[src/rtl/stopwatch_bcd.sv]
// BCD stopwatch (MM:SS.t) advanced by rising edges of a synchronized 100 ms tick.
// Define STOPWATCH_LAP_EN to add the lap input, lap_active output and lap hold registers.
module stopwatch_bcd #(
  parameter int unsigned SYNC_STAGES = 2,
  parameter int unsigned MAX_MIN     = 59
) (
  input  logic       clk,
  input  logic       rst_n,
  input  logic       tick_in,
  input  logic       start_stop,
  input  logic       clear,
`ifdef STOPWATCH_LAP_EN
  input  logic       lap,
  output logic       lap_active,
`endif
  output logic       running,
  output logic [3:0] tenths,
  output logic [3:0] sec_ones,
  output logic [3:0] sec_tens,
  output logic [3:0] min_ones,
  output logic [3:0] min_tens,
  output logic       overflow
);

  typedef enum logic [1:0] {StIdle, StRun, StPause} state_t;

  localparam logic [3:0] MinTensMax = 4'(MAX_MIN / 10);
  localparam logic [3:0] MinOnesMax = 4'(MAX_MIN % 10);

  state_t state_q;

  logic [SYNC_STAGES-1:0] sync_q;
  logic                   sync_prev_q;
  logic                   tick_pulse;

  logic [3:0] t_q, so_q, st_q, mo_q, mt_q;
  logic [3:0] t_d, so_d, st_d, mo_d, mt_d;
  logic       wrap;

  always_ff @(posedge clk or negedge rst_n) begin
    if (!rst_n) begin
      sync_q      <= '0;
      sync_prev_q <= 1'b0;
    end else begin
      sync_q[0] <= tick_in;
      for (int i = 1; i < int'(SYNC_STAGES); i++) begin
        sync_q[i] <= sync_q[i-1];
      end
      sync_prev_q <= sync_q[SYNC_STAGES-1];
    end
  end

  assign tick_pulse = sync_q[SYNC_STAGES-1] & ~sync_prev_q;

  // Ripple-carry BCD increment of the live count; wrap flags MAX_MIN:59.9 -> 00:00.0.
  always_comb begin
    t_d  = t_q;
    so_d = so_q;
    st_d = st_q;
    mo_d = mo_q;
    mt_d = mt_q;
    wrap = 1'b0;
    if (t_q != 4'd9) begin
      t_d = t_q + 4'd1;
    end else begin
      t_d = 4'd0;
      if (so_q != 4'd9) begin
        so_d = so_q + 4'd1;
      end else begin
        so_d = 4'd0;
        if (st_q != 4'd5) begin
          st_d = st_q + 4'd1;
        end else begin
          st_d = 4'd0;
          if (mt_q == MinTensMax && mo_q == MinOnesMax) begin
            mo_d = 4'd0;
            mt_d = 4'd0;
            wrap = 1'b1;
          end else if (mo_q == 4'd9) begin
            mo_d = 4'd0;
            mt_d = mt_q + 4'd1;
          end else begin
            mo_d = mo_q + 4'd1;
          end
        end
      end
    end
  end

`ifdef STOPWATCH_LAP_EN
  logic [3:0] t_h_q, so_h_q, st_h_q, mo_h_q, mt_h_q;
`endif

  always_ff @(posedge clk or negedge rst_n) begin
    if (!rst_n) begin
      state_q  <= StIdle;
      running  <= 1'b0;
      overflow <= 1'b0;
      t_q      <= '0;
      so_q     <= '0;
      st_q     <= '0;
      mo_q     <= '0;
      mt_q     <= '0;
`ifdef STOPWATCH_LAP_EN
      lap_active <= 1'b0;
      t_h_q      <= '0;
      so_h_q     <= '0;
      st_h_q     <= '0;
      mo_h_q     <= '0;
      mt_h_q     <= '0;
`endif
    end else begin
      overflow <= 1'b0;
      if (clear) begin
        state_q <= StIdle;
        running <= 1'b0;
        t_q     <= '0;
        so_q    <= '0;
        st_q    <= '0;
        mo_q    <= '0;
        mt_q    <= '0;
`ifdef STOPWATCH_LAP_EN
        lap_active <= 1'b0;
`endif
      end else begin
        // Increment eligibility uses the pre-edge state, so tick+start_stop in RUN still counts.
        if (state_q == StRun && tick_pulse) begin
          t_q      <= t_d;
          so_q     <= so_d;
          st_q     <= st_d;
          mo_q     <= mo_d;
          mt_q     <= mt_d;
          overflow <= wrap;
        end
        if (start_stop) begin
          if (state_q == StRun) begin
            state_q <= StPause;
            running <= 1'b0;
          end else begin
            state_q <= StRun;
            running <= 1'b1;
          end
        end
`ifdef STOPWATCH_LAP_EN
        if (lap && state_q == StRun) begin
          if (!lap_active) begin
            t_h_q      <= t_q;
            so_h_q     <= so_q;
            st_h_q     <= st_q;
            mo_h_q     <= mo_q;
            mt_h_q     <= mt_q;
            lap_active <= 1'b1;
          end else begin
            lap_active <= 1'b0;
          end
        end
`endif
      end
    end
  end

`ifdef STOPWATCH_LAP_EN
  assign tenths   = lap_active ? t_h_q  : t_q;
  assign sec_ones = lap_active ? so_h_q : so_q;
  assign sec_tens = lap_active ? st_h_q : st_q;
  assign min_ones = lap_active ? mo_h_q : mo_q;
  assign min_tens = lap_active ? mt_h_q : mt_q;
`else
  assign tenths   = t_q;
  assign sec_ones = so_q;
  assign sec_tens = st_q;
  assign min_ones = mo_q;
  assign min_tens = mt_q;
`endif

endmodule

[config.mk]
export PLATFORM = sky130hd
export DESIGN_NAME = stopwatch_bcd
export DESIGN_NICKNAME = d
export VERILOG_FILES = /design/src/rtl/stopwatch_bcd.sv
export SDC_FILE = /design/constraint.sdc
export NUM_CORES = 1
export LEC_CHECK = 0
export ABC_AREA = 1
export CORE_ASPECT_RATIO = 0.9
export CORE_MARGIN = 5
export CORE_UTILIZATION = 45
export CTS_CLUSTER_DIAMETER = 100
export CTS_CLUSTER_SIZE = 14
export DETAILED_ROUTE_END_ITERATION = 8
export PLACE_DENSITY = 0.81
export SLEW_MARGIN = 0
export SYNTH_ARGS = -nofsm -noshare
export SYNTH_HDL_FRONTEND = slang
export SYNTH_SLANG_ARGS = --single-unit
[constraint.sdc]
create_clock -name clk -period 4.1 [get_ports clk]
set_input_delay 0.82 -clock clk [delete_from_list [all_inputs] [get_ports clk]]
set_output_delay 0.82 -clock clk [all_outputs]
set_load 0.01 [all_outputs]
### Word-level counts from Yosys, hierarchy flattened

Cells that the tools add are included.

* word-level logic and storage cells: 73
* flip-flop bits (word level): 27

* bitwise operators: 2
* reductions and logical operators: 9
* multiplexer cells: 38
* eq/ne operators: 9
* add/sub/neg operators: 5

Operator list (number)
* $mux 4: 26
* $add 4x1->4 const B: 5
* $mux 1: 9
* $ne 4x4->1 const B: 2
* $mux 2: 3
* $ne 2x2->1 const B: 3
* $reduce_and 5->1: 1
* $eq 4x3->1 const B: 1
* $eq 4x4->1 const B: 1
* $ne 4x3->1 const B: 1
* $reduce_and 4->1: 1
* $reduce_bool 2->1: 2
* $reduce_and 3->1: 1
* $reduce_bool 3->1: 1
* $eq 2x1->1 const B: 1
* $logic_and 1x1->1: 2
* $reduce_and 2->1: 1
* $and 1x1->1: 1
* $not 1->1: 1

### Logic depth before layout (Yosys ltp)

* word-level depth: 8
* mapped depth: 9
* gate-level depth less buffers: 9

### Worst setup path after synthesis

OpenSTA, ideal clock, no wires.

* path type: input port to flip-flop
* from: input clear
* to: register mt_q[0], in the netlist min_tens[0]
* arrival: 1.427 ns
* setup time: 0.117 ns
* required time: 3.983 ns
* slack: 2.556 ns
* cell stages on the path: 8
* cells stage by stage: inv_2 -> buf_6 -> nand2_8 -> nand2_4 -> nor2_8 -> nand2_4 -> nand2_1 -> nand2_1

* cells in the longest elaborated chain, start to end: 2
* elaborated cells between the ends (all ways): 7

RTL lines
* start: declaration: RTL line 11 `input logic clear,`
* $ne 2x2->1 (no line) (tied with other cells)
* $reduce_and 5->1 (no line)
* end signal: assignment: RTL line 132 `mt_q <= mt_d;`
* end: declaration: RTL line 36 `logic [3:0] t_q, so_q, st_q, mo_q, mt_q;`

Parallel ways exist; a longest one is shown, timed or not.
A chain may end at the register's enable or synchronous reset.

### Worst setup path in the final report

* from: register mt_q[0], in the netlist min_tens[0]
* to: output min_tens[0]

RTL lines
* end: declaration: RTL line 21 `output logic [3:0] min_tens,`

No word-level cell between the ends.

==> flow_summary.ini <==
[critical_path]
end_kind = primary output
cp_max_fo = 7
worst_path_max_delay_cell = clkdlybuf4s50_1
crit_buf_inv = 1
cp_top_family = buffers and inverters
critPathLaunchType = register
crit_required_ps = 3280
crit_arrival_ps = 1320
critPathKind = reg2out
crit_path_max_incr_delay_ps = 580
worstPathCellList = clkdlybuf4s50_1

[synth]
syn_area_um2 = 1560
avgSynthCellArea_um2 = 8.50
yosysWarnings = 0
synth_cells = 183
seq_area_frac_synth = 0.418
synth_nets = 198
synth_seq_cells = 26
synth.distinct_cells = 27

[pwr]
p_leak_nw = 0.913
ir_drop_uv = 176
power_density_nw_per_um2 = 312

[global_route]
grt_max_degree = 27
antenna_found_initial = 0
grt_pass1_wl_mm = 5.13
grt_use_total = 0.138
grt_overflow_total = 0
grt_pass1_vias = 1145

[clocking]
ctsHtreeMaxLevel = 1
numCtsBuffers = 3
cts_tree = built
cts_setup_buffers = 0
cts_resized = 0
clk_path_buf_depth = 2
cts-root-buf = clkbuf_8
clk_pin_slew_ps = 80
cts_hold_buf = 0
cts.sinks = 26
worstSkewPairLatency_ps = 270

[floorplanning]
core_region_area_um2 = 3350
io_pins = 27
row_count = 20
die_y_um = 65.8
dieArea_um2 = 4730
initial_core_util = 0.464
die_width_um = 72.0

[final_layout]
n_antenna_cell = 0
synthToLayoutAreaGrowth_pct = 23.1
stdcell_count = 256
fin_nets = 228
drive_gt1_frac = 0.132

[drt]
routed_wl_mm = 2.94
drc = 0
wire_per_inst_um = 11.5
drtIter0Drc = 34
vias_per_cell = 4.71
dr.pass1.iters = 4
vias = 1206
drtAntennaViolNets = 0

[run_status]
status = finished, final reports clean

[sta]
fin_ws_ps = 1960
fmax_mhz = 467
finalHoldViolCount = 0
rsz0062_at_grt = no
fin_setup_tns_ps = 0
setup_viol = 0
slew_viol_final = 0
max_slew.worst_pin.slew_ps = 516
whs_ps = 357
period_needed_ps = 2140
period_share = 0.523
finClkSkew_ps = 3.73
max_slew_margin = 0.655

[hold_path]
hp-class = reg2reg

[placed_design]
pre_cts_slack_ps = 1780
io_buffers = 26
place_inst = 252
gp_congestion = 0.779
dp_hpwl_mm = 2.20

[run]
max-cap-violations = 0
worst reg2reg max path, stage by stage, from the launching register on:
cell	delay, ps
dfrtp_1	430
inv_1	100
ha_1	160
nand3_2	140
nand2_2	160
nand2_4	80
nor2_8	140
nand2_4	70
nand2_1	60
nand2_1	50
layout by cell type, fill, tap and decap left out, drive strengths merged, types with 2 or more instances in the layout:
cell | netlist | layout
xor2 | 4 | 4
ha | 10 | 10
clkbuf | 0 | 4
nor2 | 22 | 22
nand4 | 6 | 6
inv | 19 | 19
xnor2 | 2 | 2
clkdlybuf4s50 | 0 | 26
o21ai | 6 | 6
nor3 | 2 | 2
or2 | 2 | 2
nand2 | 55 | 55
nand3 | 23 | 23
a21oi | 2 | 2
dfrtp | 26 | 26
flip-flops by register name, indices dropped and copies added, names as in the netlist:
register	flops
min_ones	4
min_tens	4
sec_ones	4
sec_tens	4
tenths	4
state_q	2
sync_q	2
overflow	1
sync_prev_q	1
logic make-up after synthesis:
kind of cell	Yosys count	share of synthesized area
simple gates	110	0.375
compound gates	10	0.0346
fa+ha+maj	10	0.0805
xor+xnor	6	0.0338
buf+inv	21	0.0579
flops	26	0.418
synthesized netlist by cell type:
cell / n / area (µm²)
nand2_1: 45 / 169
dfrtp_1: 26 / 651
nand3_1: 21 / 105
nor2_1: 19 / 71.3
inv_1: 14 / 52.6
ha_1: 10 / 125
nand4_1: 6 / 37.5
inv_2: 5 / 18.8
nand2_4: 5 / 56.3
xor2_1: 4 / 35.0
nand2_2: 3 / 18.8
o21ai_0: 3 / 15.0
o21ai_1: 3 / 15.0
a21oi_1: 2 / 10.0
nand2_8: 2 / 40.0
nand3_2: 2 / 20.0
or2_2: 2 / 12.5
xnor2_1: 2 / 17.5
buf_4: 1 / 7.51
buf_6: 1 / 11.3
nor2_2: 1 / 6.26
nor2_4: 1 / 11.3
nor2_8: 1 / 20.0
nor3_1: 1 / 5.00
nor3_2: 1 / 10.0
o22ai_1: 1 / 6.26
o31ai_1: 1 / 7.51
path summary, 6_finish.rpt:
path / start / to / slack [ps] / cells after the start
max reg2reg: sec_ones[1] / min_tens[1] / 2610 / 9
max in group asynchronous: rst_n / overflow / 2950 / 2
min reg2reg: sync_q[0] / sync_q[1] / 360 / 0
max: min_tens[0] / min_tens[0] / 1960 / 1
min in group asynchronous: rst_n / sec_ones[3] / 910 / 2
min: sync_q[0] / sync_q[1] / 360 / 0
cell type report:
type / instances / area, µm²
Clock buffer: 4 / 55.1
Fill cell: 308 / 1440
Tap cell: 44 / 55.1
Multi-Input combinational cell: 136 / 815
Timing Repair Buffer: 27 / 268
Sequential cell: 26 / 651
Inverter: 19 / 71.3
metrics by stage:
step,utilization,cell area [µm²],total power [mW]
after floorplan,-,1560,0.381
after global placement,0.554,1860,0.441
after detailed placement,0.554,1860,0.443
after CTS,0.571,1910,0.608
after global routing,0.571,1910,0.637
final,0.571,1910,0.597
power breakdown:
part	internal, mW	switching [mW]
Sequential	0.276	0.0291
Combinational	0.0639	0.0675
Clock	0.0857	0.0751
metal layers:
layer / track usage / wire (µm)
met5: 0 / 0
met3: 0.0213 / 110
met1: 0.188 / 1450
met4: 0.0563 / 63
met2: 0.218 / 1310
No activity file was read; power rests on OpenSTA's default activity.
